===== src/rtl/pokey_poly_sched.sv =====
// rtl/pokey_poly_sched.sv - POKEY poly counter sequencer, 64k/15k tick prescalers and RANDOM read latch
module pokey_poly_sched #(
  parameter int unsigned DIV_64K   = 28,
  parameter int unsigned DIV_15K   = 114,
  parameter logic [7:0]  INIT_RAND = 8'hFF
) (
  input  logic       clk,
  input  logic       reset_n,
  input  logic       ce,
  input  logic       skctl_init,
  input  logic       audctl_poly9,
  input  logic [7:0] rand_in,
  input  logic       rand_rd,
  output logic       poly_enable,
  output logic       poly_init,
  output logic       select_9_17,
  output logic       tick_64k,
  output logic       tick_15k,
  output logic [7:0] rand_data,
  output logic       rand_valid
);

  typedef enum logic [1:0] {
    ST_INIT = 2'd0,
    ST_SYNC = 2'd1,
    ST_RUN  = 2'd2
  } state_e;

  localparam logic [6:0] DIV64_LAST = 7'(DIV_64K - 1);
  localparam logic [6:0] DIV15_LAST = 7'(DIV_15K - 1);

  state_e     state_q, state_d;
  logic [6:0] div64_q, div64_d;
  logic [6:0] div15_q, div15_d;
  logic       poly_enable_q, poly_enable_d;
  logic       poly_init_q, poly_init_d;
  logic       select_9_17_q, select_9_17_d;
  logic       tick_64k_q, tick_64k_d;
  logic       tick_15k_q, tick_15k_d;
  logic [7:0] rand_data_q, rand_data_d;
  logic       rand_valid_q, rand_valid_d;

  always_comb begin
    state_d       = state_q;
    div64_d       = div64_q;
    div15_d       = div15_q;
    poly_enable_d = poly_enable_q;
    poly_init_d   = poly_init_q;
    select_9_17_d = select_9_17_q;
    tick_64k_d    = tick_64k_q;
    tick_15k_d    = tick_15k_q;
    rand_valid_d  = rand_rd;
    rand_data_d   = rand_data_q;

    // RANDOM reads run every clk and see the state before this edge
    if (rand_rd) begin
      rand_data_d = (state_q == ST_INIT) ? INIT_RAND : rand_in;
    end

    if (ce) begin
      select_9_17_d = audctl_poly9;
      poly_enable_d = 1'b1;
      if (skctl_init) begin
        state_d = ST_INIT;
      end else begin
        case (state_q)
          ST_INIT: state_d = ST_SYNC;
          ST_SYNC: state_d = ST_RUN;
          default: state_d = ST_RUN;
        endcase
      end
      poly_init_d = (state_d == ST_INIT);

      // Prescalers only run while staying in RUN; any other path restarts them
      if (state_q == ST_RUN && state_d == ST_RUN) begin
        div64_d    = (div64_q == DIV64_LAST) ? 7'd0 : div64_q + 7'd1;
        div15_d    = (div15_q == DIV15_LAST) ? 7'd0 : div15_q + 7'd1;
        tick_64k_d = (div64_q == DIV64_LAST);
        tick_15k_d = (div15_q == DIV15_LAST);
      end else begin
        div64_d    = 7'd0;
        div15_d    = 7'd0;
        tick_64k_d = 1'b0;
        tick_15k_d = 1'b0;
      end
    end
  end

  always_ff @(posedge clk or negedge reset_n) begin
    if (!reset_n) begin
      state_q       <= ST_INIT;
      div64_q       <= 7'd0;
      div15_q       <= 7'd0;
      poly_enable_q <= 1'b0;
      poly_init_q   <= 1'b1;
      select_9_17_q <= 1'b0;
      tick_64k_q    <= 1'b0;
      tick_15k_q    <= 1'b0;
      rand_data_q   <= 8'h00;
      rand_valid_q  <= 1'b0;
    end else begin
      state_q       <= state_d;
      div64_q       <= div64_d;
      div15_q       <= div15_d;
      poly_enable_q <= poly_enable_d;
      poly_init_q   <= poly_init_d;
      select_9_17_q <= select_9_17_d;
      tick_64k_q    <= tick_64k_d;
      tick_15k_q    <= tick_15k_d;
      rand_data_q   <= rand_data_d;
      rand_valid_q  <= rand_valid_d;
    end
  end

  assign poly_enable = poly_enable_q;
  assign poly_init   = poly_init_q;
  assign select_9_17 = select_9_17_q;
  assign tick_64k    = tick_64k_q;
  assign tick_15k    = tick_15k_q;
  assign rand_data   = rand_data_q;
  assign rand_valid  = rand_valid_q;

endmodule


===== config.mk =====
export PLATFORM = sky130hd
export DESIGN_NAME = pokey_poly_sched
export DESIGN_NICKNAME = d
export VERILOG_FILES = /design/src/rtl/pokey_poly_sched.sv
export SDC_FILE = /design/constraint.sdc
export NUM_CORES = 1
export LEC_CHECK = 0
export ABC_AREA = 0
export CAP_MARGIN = 10
export CORE_MARGIN = 2
export CORE_UTILIZATION = 35
export DETAILED_ROUTE_END_ITERATION = 8
export PLACE_DENSITY = 0.54
export SLEW_MARGIN = 0
export SYNTH_ARGS = -nofsm -noshare
export SYNTH_HDL_FRONTEND = slang
export SYNTH_SLANG_ARGS = --single-unit

===== constraint.sdc =====
create_clock -name clk -period 4.3 [get_ports clk]
set_input_delay 1.075 -clock clk [delete_from_list [all_inputs] [get_ports clk]]
set_output_delay 1.075 -clock clk [all_outputs]
set_load 0.02 [all_outputs]

==> results of run 1 <==
## flip-flops by register name, summed over array words and instances (netlist names)
name / cells
div15_q: 7
div64_q: 7
poly_enable: 1
poly_init: 1
rand_data: 8
rand_valid: 1
select_9_17: 1
state_q: 2
tick_15k: 1
tick_64k: 1
## stage by stage
| stage | total power [W] | area [um2] | cells | utilization (%) |
|---|---|---|---|---|
| 2_1_floorplan | 0.000384 | 1400 | 138 | - |
| 3_3_place_gp | 0.000444 | 1730 | 212 | 43.9 |
| 3_5_place_dp | 0.000446 | 1730 | 212 | 43.9 |
| 4_1_cts | 0.000714 | 1840 | 220 | 46.7 |
| 5_1_grt | 0.000744 | 1840 | 220 | 46.7 |
| 6_report | 0.000700 | 1840 | 220 | 46.7 |
## power by group
group	switching (W)	internal, W
Combinational	0.0000644	0.0000559
Clock	0.0000991	0.000161
Sequential	0.0000153	0.000304
## layout make-up
class / count / area [um2]
timing repair buffer: 29 / 285
multi-input combinational: 96 / 604
inverter: 7 / 26.3
tap: 50 / 62.6
sequential: 30 / 752
clock buffer: 8 / 110
fill: 372 / 2100
## critical path: stages
cell	delay (ns)
clkdlybuf4s50_1	0.45
buf_4	0.23
nand4bb_1	0.33
or4_4	0.61
o211ai_2	0.08
## metal layers
layer | up-vias | share of wire, %
li1 | 557 | -
met1 | 547 | 47
met2 | 25 | 47
met3 | 2 | 5.0
met4 | 0 | 0.69
met5 | - | 0
## worst paths after layout
check | startpoint | endpoint | slack [ns] | depth (start not counted)
hold reg to reg | poly_enable | poly_enable | 0.48 | 1
setup / recovery | ce | div15_q[5] | 1.70 | 5
min in group asynchronous | reset_n | div15_q[5] | 1.19 | 2
hold / removal | poly_enable | poly_enable | 0.48 | 1
max in group asynchronous | reset_n | poly_init | 2.79 | 2
setup reg to reg | div64_q[0] | div64_q[3] | 2.68 | 4
## Yosys cell counts, types with 2 or more instances
cell type / n / area, um2
o21ai_0: 5 / 25.0
mux2_2: 2 / 22.5
o2bb2ai_1: 3 / 26.3
inv_1: 6 / 22.5
nand4bb_1: 2 / 22.5
o221ai_1: 3 / 26.3
ha_1: 3 / 37.5
buf_2: 2 / 10.0
dfrtp_1: 29 / 726
o211ai_1: 4 / 30.0
or3_1: 5 / 31.3
nand3_1: 6 / 30.0
nand2_1: 11 / 41.3
a21oi_1: 12 / 60.1
mux2i_1: 2 / 20.0
nand2b_1: 3 / 18.8
nor2_1: 18 / 67.6
or4_1: 2 / 15.0
clkbuf_1: 2 / 7.51
## layout by cell type (no fill, tap or decap), drive strengths merged
cell type and count:
dfrtp 29, clkdlybuf4s50 27, nor2 18, a21oi 12, nand2 11, clkbuf 8, inv 7, o21ai 7
nand3 6, or3 5, o211ai 5, nand2b 3, o2bb2ai 3, o221ai 3, ha 3, or4 3
nand4bb 2, mux2i 2, mux2 2, buf 2, or3b 1, o21bai 1, nor3b 1, o22ai 1
a22o 1, or4b 1, a22oi 1, or2 1, nor3 1, a21o 1, o32ai 1, dfstp 1
## cell families (layout without fill, tap and decap cells)
group	Yosys count	count (layout)
AOI/OAI and AO/OA	36	36
adders and majority gates	3	3
buffers and inverters	12	44
DFF	30	30
muxes	4	4
and+or+nand+nor	53	53
==> summary.md, run 1 <==
| Metric | Value |
|---|---|
| Worst skew pair latency | `between 0.2 and 0.3 ns` |
| Compound-cell area share of the yosys netlist | `17.1%` |
| Antenna cell count | `0` |
| Slew Limit Fails | `0` |
| Met2 usage | `~22%` |
| Maximum vdd drop | `0.000217 V` |
| Area of the core | `a little under 4000 um2` |
| Root Buffer | `clkbuf_8` |
| Largest net degree at the start of global routing | `31` |
| Port Buffers | `27` |
| ANT nets after route | `0` |
| Final Setup Violations | `0` |
| Synth Area in XOR/XNOR | `0%` |
| Endpoints failing hold | `0` |
| Post-Route Skew | `about 0.0029 ns` |
| Netlist cell types | `37` |
| Gr busiest metal | `met2` |
| Final-stage net count | `186` |
| # Max-Cap Violations | `0` |
| Post-Synth Adder-Cell Area | `under 10%` |
| Post-Synth Simple-Gate Area | `approximately a fifth` |
| Avg Vias per Cell | `around 5.1` |
| Relative slew slack | `about 60%` |
| Vias in the first global route | `~1,100` |
| CP Launch Type | `primary input` |
| Status | `finished clean` |
| Clock transition at path regs | `around 0.060 ns` |
| Setup_tns | `0 ns` |
| Routability congestion estimate | `between 0.8 and 0.9` |
| First-pass GRT wire length | `about 4700 um` |
| P_leak | `just over 0.7 nW` |
| Routed WL per cell | `around 13 um` |
| RSZ-0062 raised after global routing | `false` |
| Final setup margin | `~1.7 ns` |
| Postcts setup bufs | `0` |
| Final hold slack | `about 0.48 ns` |
| HPWL after DPL | `around 2100 um` |
| CTS Hold Bufs | `0` |
| CTS Sinks | `30` |
| FMAX | `slightly below 400 MHz` |
| Full die area | `roughly 4500 um2` |
| Crit path kind | `in2reg` |
| Row cnt | `23` |
| Final worst path period share | `60.4%` |
| Met1 Use GR | `between 10% and 20%` |
| Slew @ Worst Pin | `approximately 0.59 ns` |
| Pwr/cell area | `380 nW/um2` |
| Cell count after synthesis | `around 140` |
| DRC Markers | `0` |
| Avg Cell Area, Syn | `slightly above 10 um2` |
| CP endpoint kind | `flip-flop` |
| Post-Synthesis Cell Area | `between 1000 and 1500 um2` |
| WL final | `roughly 2900 um` |
| Horiz. Die Dim | `~67 um` |
| H-tree depth | `2` |
| Register area share after synthesis | `about 54%` |
| Syn_nets | `roughly 160` |
| CP Max Fanout | `21` |
| Mux contribution to synthesized area | `between 3 and 4%` |
| DR vias | `around 1,100` |
| Die Height | `67.3 um` |
| Fraction of registers with async set/reset | `100%` |
| Share of post-route cells with drive strength above 1 | `12.4%` |
| Post-synth top flop | `dfrtp_1` |
| Minimum clock period | `between 2 and 3 ns` |
| WP data required | `approximately 4.5 ns` |
| Post-CTS sizing | `0` |
| Num CTS Buffers | `5` |
| CTS max path bufs | `2` |
| Worst hold-check path type | `reg2reg` |
| DRT Pass-1 Iters | `4` |
| Area grow syn2layout | `31.1%` |
| IO Count | `28` |
| Dpl ws | `approximately 1.4 ns` |
| Worst Path Arrival | `approximately 2.8 ns` |
| Synth Register Bits | `30` |
| First DRT Iteration DRCs | `47` |
| Post-synth EDFFs | `0` |
| Yosys warns | `0` |
| Initial antenna violation count | `0` |
| Initial Util | `a little over a third` |
| Largest family of logic cells by synthesized area | `simple AND/OR/NAND/NOR gates` |
| TritonCTS clock tree | `yes` |
| GRT overflow | `0` |
| Global Route Usage Sum | `roughly 14%` |
| Met3 usage | `5.67%` |
Note: power is estimated with default switching activity, not from simulation.
==> inputs of run 2 (changes only) <==
PLACE_DENSITY = 0.56   (was 0.54)
clock period = 2.18 ns   (was 4.3 ns; I/O delays follow)
==> run 2 against run 1 <==
Compared with the run above:
- sequential power rose by 97%
- clock skew rose by 0.0018 ns
- flip-flop and latch count did not move
- global-route usage rose by 1.2 points
- critical path depth fell by 4
- first-iteration DRC count fell by 28%
- final cell count rose by 2.3%
- die area did not move
- clock power rose by 100%
- design area rose by 2.0%
==> summary.md, run 2 (synthesis gave the netlist of run 1 again) <==
| Metric | Value |
|---|---|
| Status | `finished clean` |
| Port Buffers | `27` |
| Most frequent cells in the layout | `dfrtp_1 (29), clkdlybuf4s50_1 (27), nor2_1 (18)` |
| CTS Hold Bufs | `0` |
| FF-to-FF path depth | `4` |
| Critical path depth in cells | `1` |
| DR vias | `about 1,100` |
| Vias in the first global route | `1,138` |
| Final setup margin | `between 0.2 and 0.25 ns` |
| CTS Sinks | `30` |
| Dpl ws | `around 0.067 ns` |
| Setup_tns | `0 ns` |
| Area of the core | `just under 4000 um2` |
| CP Launch Type | `flip-flop` |
| FILL cells | `~370` |
| Worst skew pair latency | `approximately 0.28 ns` |
| Minimum clock period | `a little under 2 ns` |
| Crit Reg-Reg Endpoint | `div64_q[4]` |
| DRT Pass-1 Iters | `4` |
| Flop2flop setup slack | `0.55 ns` |
| Routed WL per cell | `around 13 um` |
| Full die area | `4530 um2` |
| Pwr/cell area | `747 nW/um2` |
| GRT overflow | `0` |
| Slowest stage delay, CP | `0.60 ns` |
| Hold path startpoint | `poly_enable` |
| Global Route Usage Sum | `15.3%` |
| Family with the most delay on the worst path | `buffers and inverters` |
| Final Setup Violations | `0` |
| Max reg flops | `8` |
| First DRT Iteration DRCs | `34` |
| Area grow syn2layout | `33.8%` |
| Maximum vdd drop | `0.000456 V` |
| FMAX | `roughly 510 MHz` |
| Clock transition at path regs | `around 0.06 ns` |
| Antenna cell count | `0` |
| Largest net degree at the start of global routing | `31` |
| RR Startpoint | `div64_q[0]` |
| Final worst path period share | `between 80% and 90%` |
| Core Util, Final | `a little under half` |
| CP Max Fanout | `2` |
| Hold Crit Endpoint | `poly_enable` |
| Crit-path cells | `clkdlybuf4s50_1` |
| DRC Markers | `0` |
| Root Buffer | `clkbuf_8` |
| H-tree depth | `2` |
| Relative slew slack | `~60%` |
| Slew @ Worst Pin | `~0.6 ns` |
| Post-Route Skew | `approximately 0.0046 ns` |
| ANT nets after route | `0` |
| Initial antenna violation count | `0` |
| First-pass GRT wire length | `approximately 5000 um` |
| Slowest stage cell, crit path | `clkdlybuf4s50_1` |
| Post-CTS sizing | `0` |
| IO Count | `28` |
| Row cnt | `23` |
| CTS max path bufs | `2` |
| Commonest non-fill, non-tap cell in the layout | `dfrtp_1` |
| Initial Util | `35.6%` |
| Die Height | `just under 70 um` |
| Worst hold path depth | `1` |
| Share of post-route cells with drive strength above 1 | `approximately 15%` |
| Crit path kind | `reg2out` |
| TritonCTS clock tree | `yes` |
| Horiz. Die Dim | `about 67 um` |
| Avg Vias per Cell | `roughly 5` |
| Worst hold-check path type | `reg2reg` |
| RSZ-0062 raised after global routing | `false` |
| WP data required | `1.63 ns` |
| HPWL after DPL | `around 2200 um` |
| Postcts setup bufs | `0` |
| WL final | `between 3000 and 4000 um` |
| Slew Limit Fails | `0` |
| Num CTS Buffers | `5` |
| Final-stage net count | `191` |
| # Max-Cap Violations | `0` |
| Worst Path Arrival | `1.40 ns` |
| Endpoints failing hold | `0` |
| CP endpoint kind | `output pin` |
| Routability congestion estimate | `slightly above 0.8` |
| P_leak | `between 0.7 and 0.8 nW` |
| WP buf/inv | `1` |
-- run 2: worst register-to-register path, stage by stage, from the launching register on --
cell      delay (ns)
dfrtp_1         0.38
ha_1            0.22
or4b_4          0.50
o21ai_2         0.23
o221ai_1        0.16
-- run 2: layout make-up --
type                       count  area, um2  area share, %
clock buffer                   8        110           5.86
sequential                    30        752           40.0
tap                           50       62.6           3.33
timing repair buffer          34        323           17.2
multi-input combinational     96        604           32.2
inverter                       7       26.3           1.40
-- run 2: worst max-delay path by stage --
stage,startpoint,endpoint,slack [ns]
floorplan,skctl_init,div15_q[5],0.67
global placement,skctl_init,div15_q[5],0.13
detailed placement,ce,div64_q[5],0.07
CTS,poly_init,poly_init,0.21
global route,poly_init,poly_init,0.19
finish,poly_init,poly_init,0.23
-- run 2: per-layer routing --
| metal | vias up | global-route usage (%) | routed length, um |
|---|---|---|---|
| li1 | 568 | - | - |
| met1 | 551 | 20.6 | 1450 |
| met2 | 26 | 22.8 | 1390 |
| met3 | 4 | 4.50 | 124 |
| met4 | 0 | 6.89 | 50 |
| met5 | - | 0 | 0 |
-- run 2: through the flow --
| stage | total power [W] | hold slack (ns) | area, um2 | std cells |
|---|---|---|---|---|
| floorplan | 0.000758 | 0.249 | 1400 | 138 |
| global placement | 0.000883 | 0.460 | 1770 | 217 |
| detailed placement | 0.000889 | 0.463 | 1770 | 217 |
| CTS | 0.00143 | 0.479 | 1880 | 225 |
| global route | 0.00148 | 0.499 | 1880 | 225 |
| finish | 0.00140 | 0.473 | 1880 | 225 |
-- run 2: power by group --
group | total [W] | leakage [nW] | switching [W] | internal (W)
Clock | 0.000527 | 0.0575 | 0.000208 | 0.000318
Sequential | 0.000629 | 0.371 | 0.0000302 | 0.000599
Combinational | 0.000248 | 0.315 | 0.000130 | 0.000118
Total | 0.00140 | 0.743 | 0.000368 | 0.00103
==> inputs of run 3 (changes only) <==
ABC_AREA = unset   (was 0)
==> results of run 3 <==
Same layout as run 2: the final DEF is identical, and so are final timing and power.
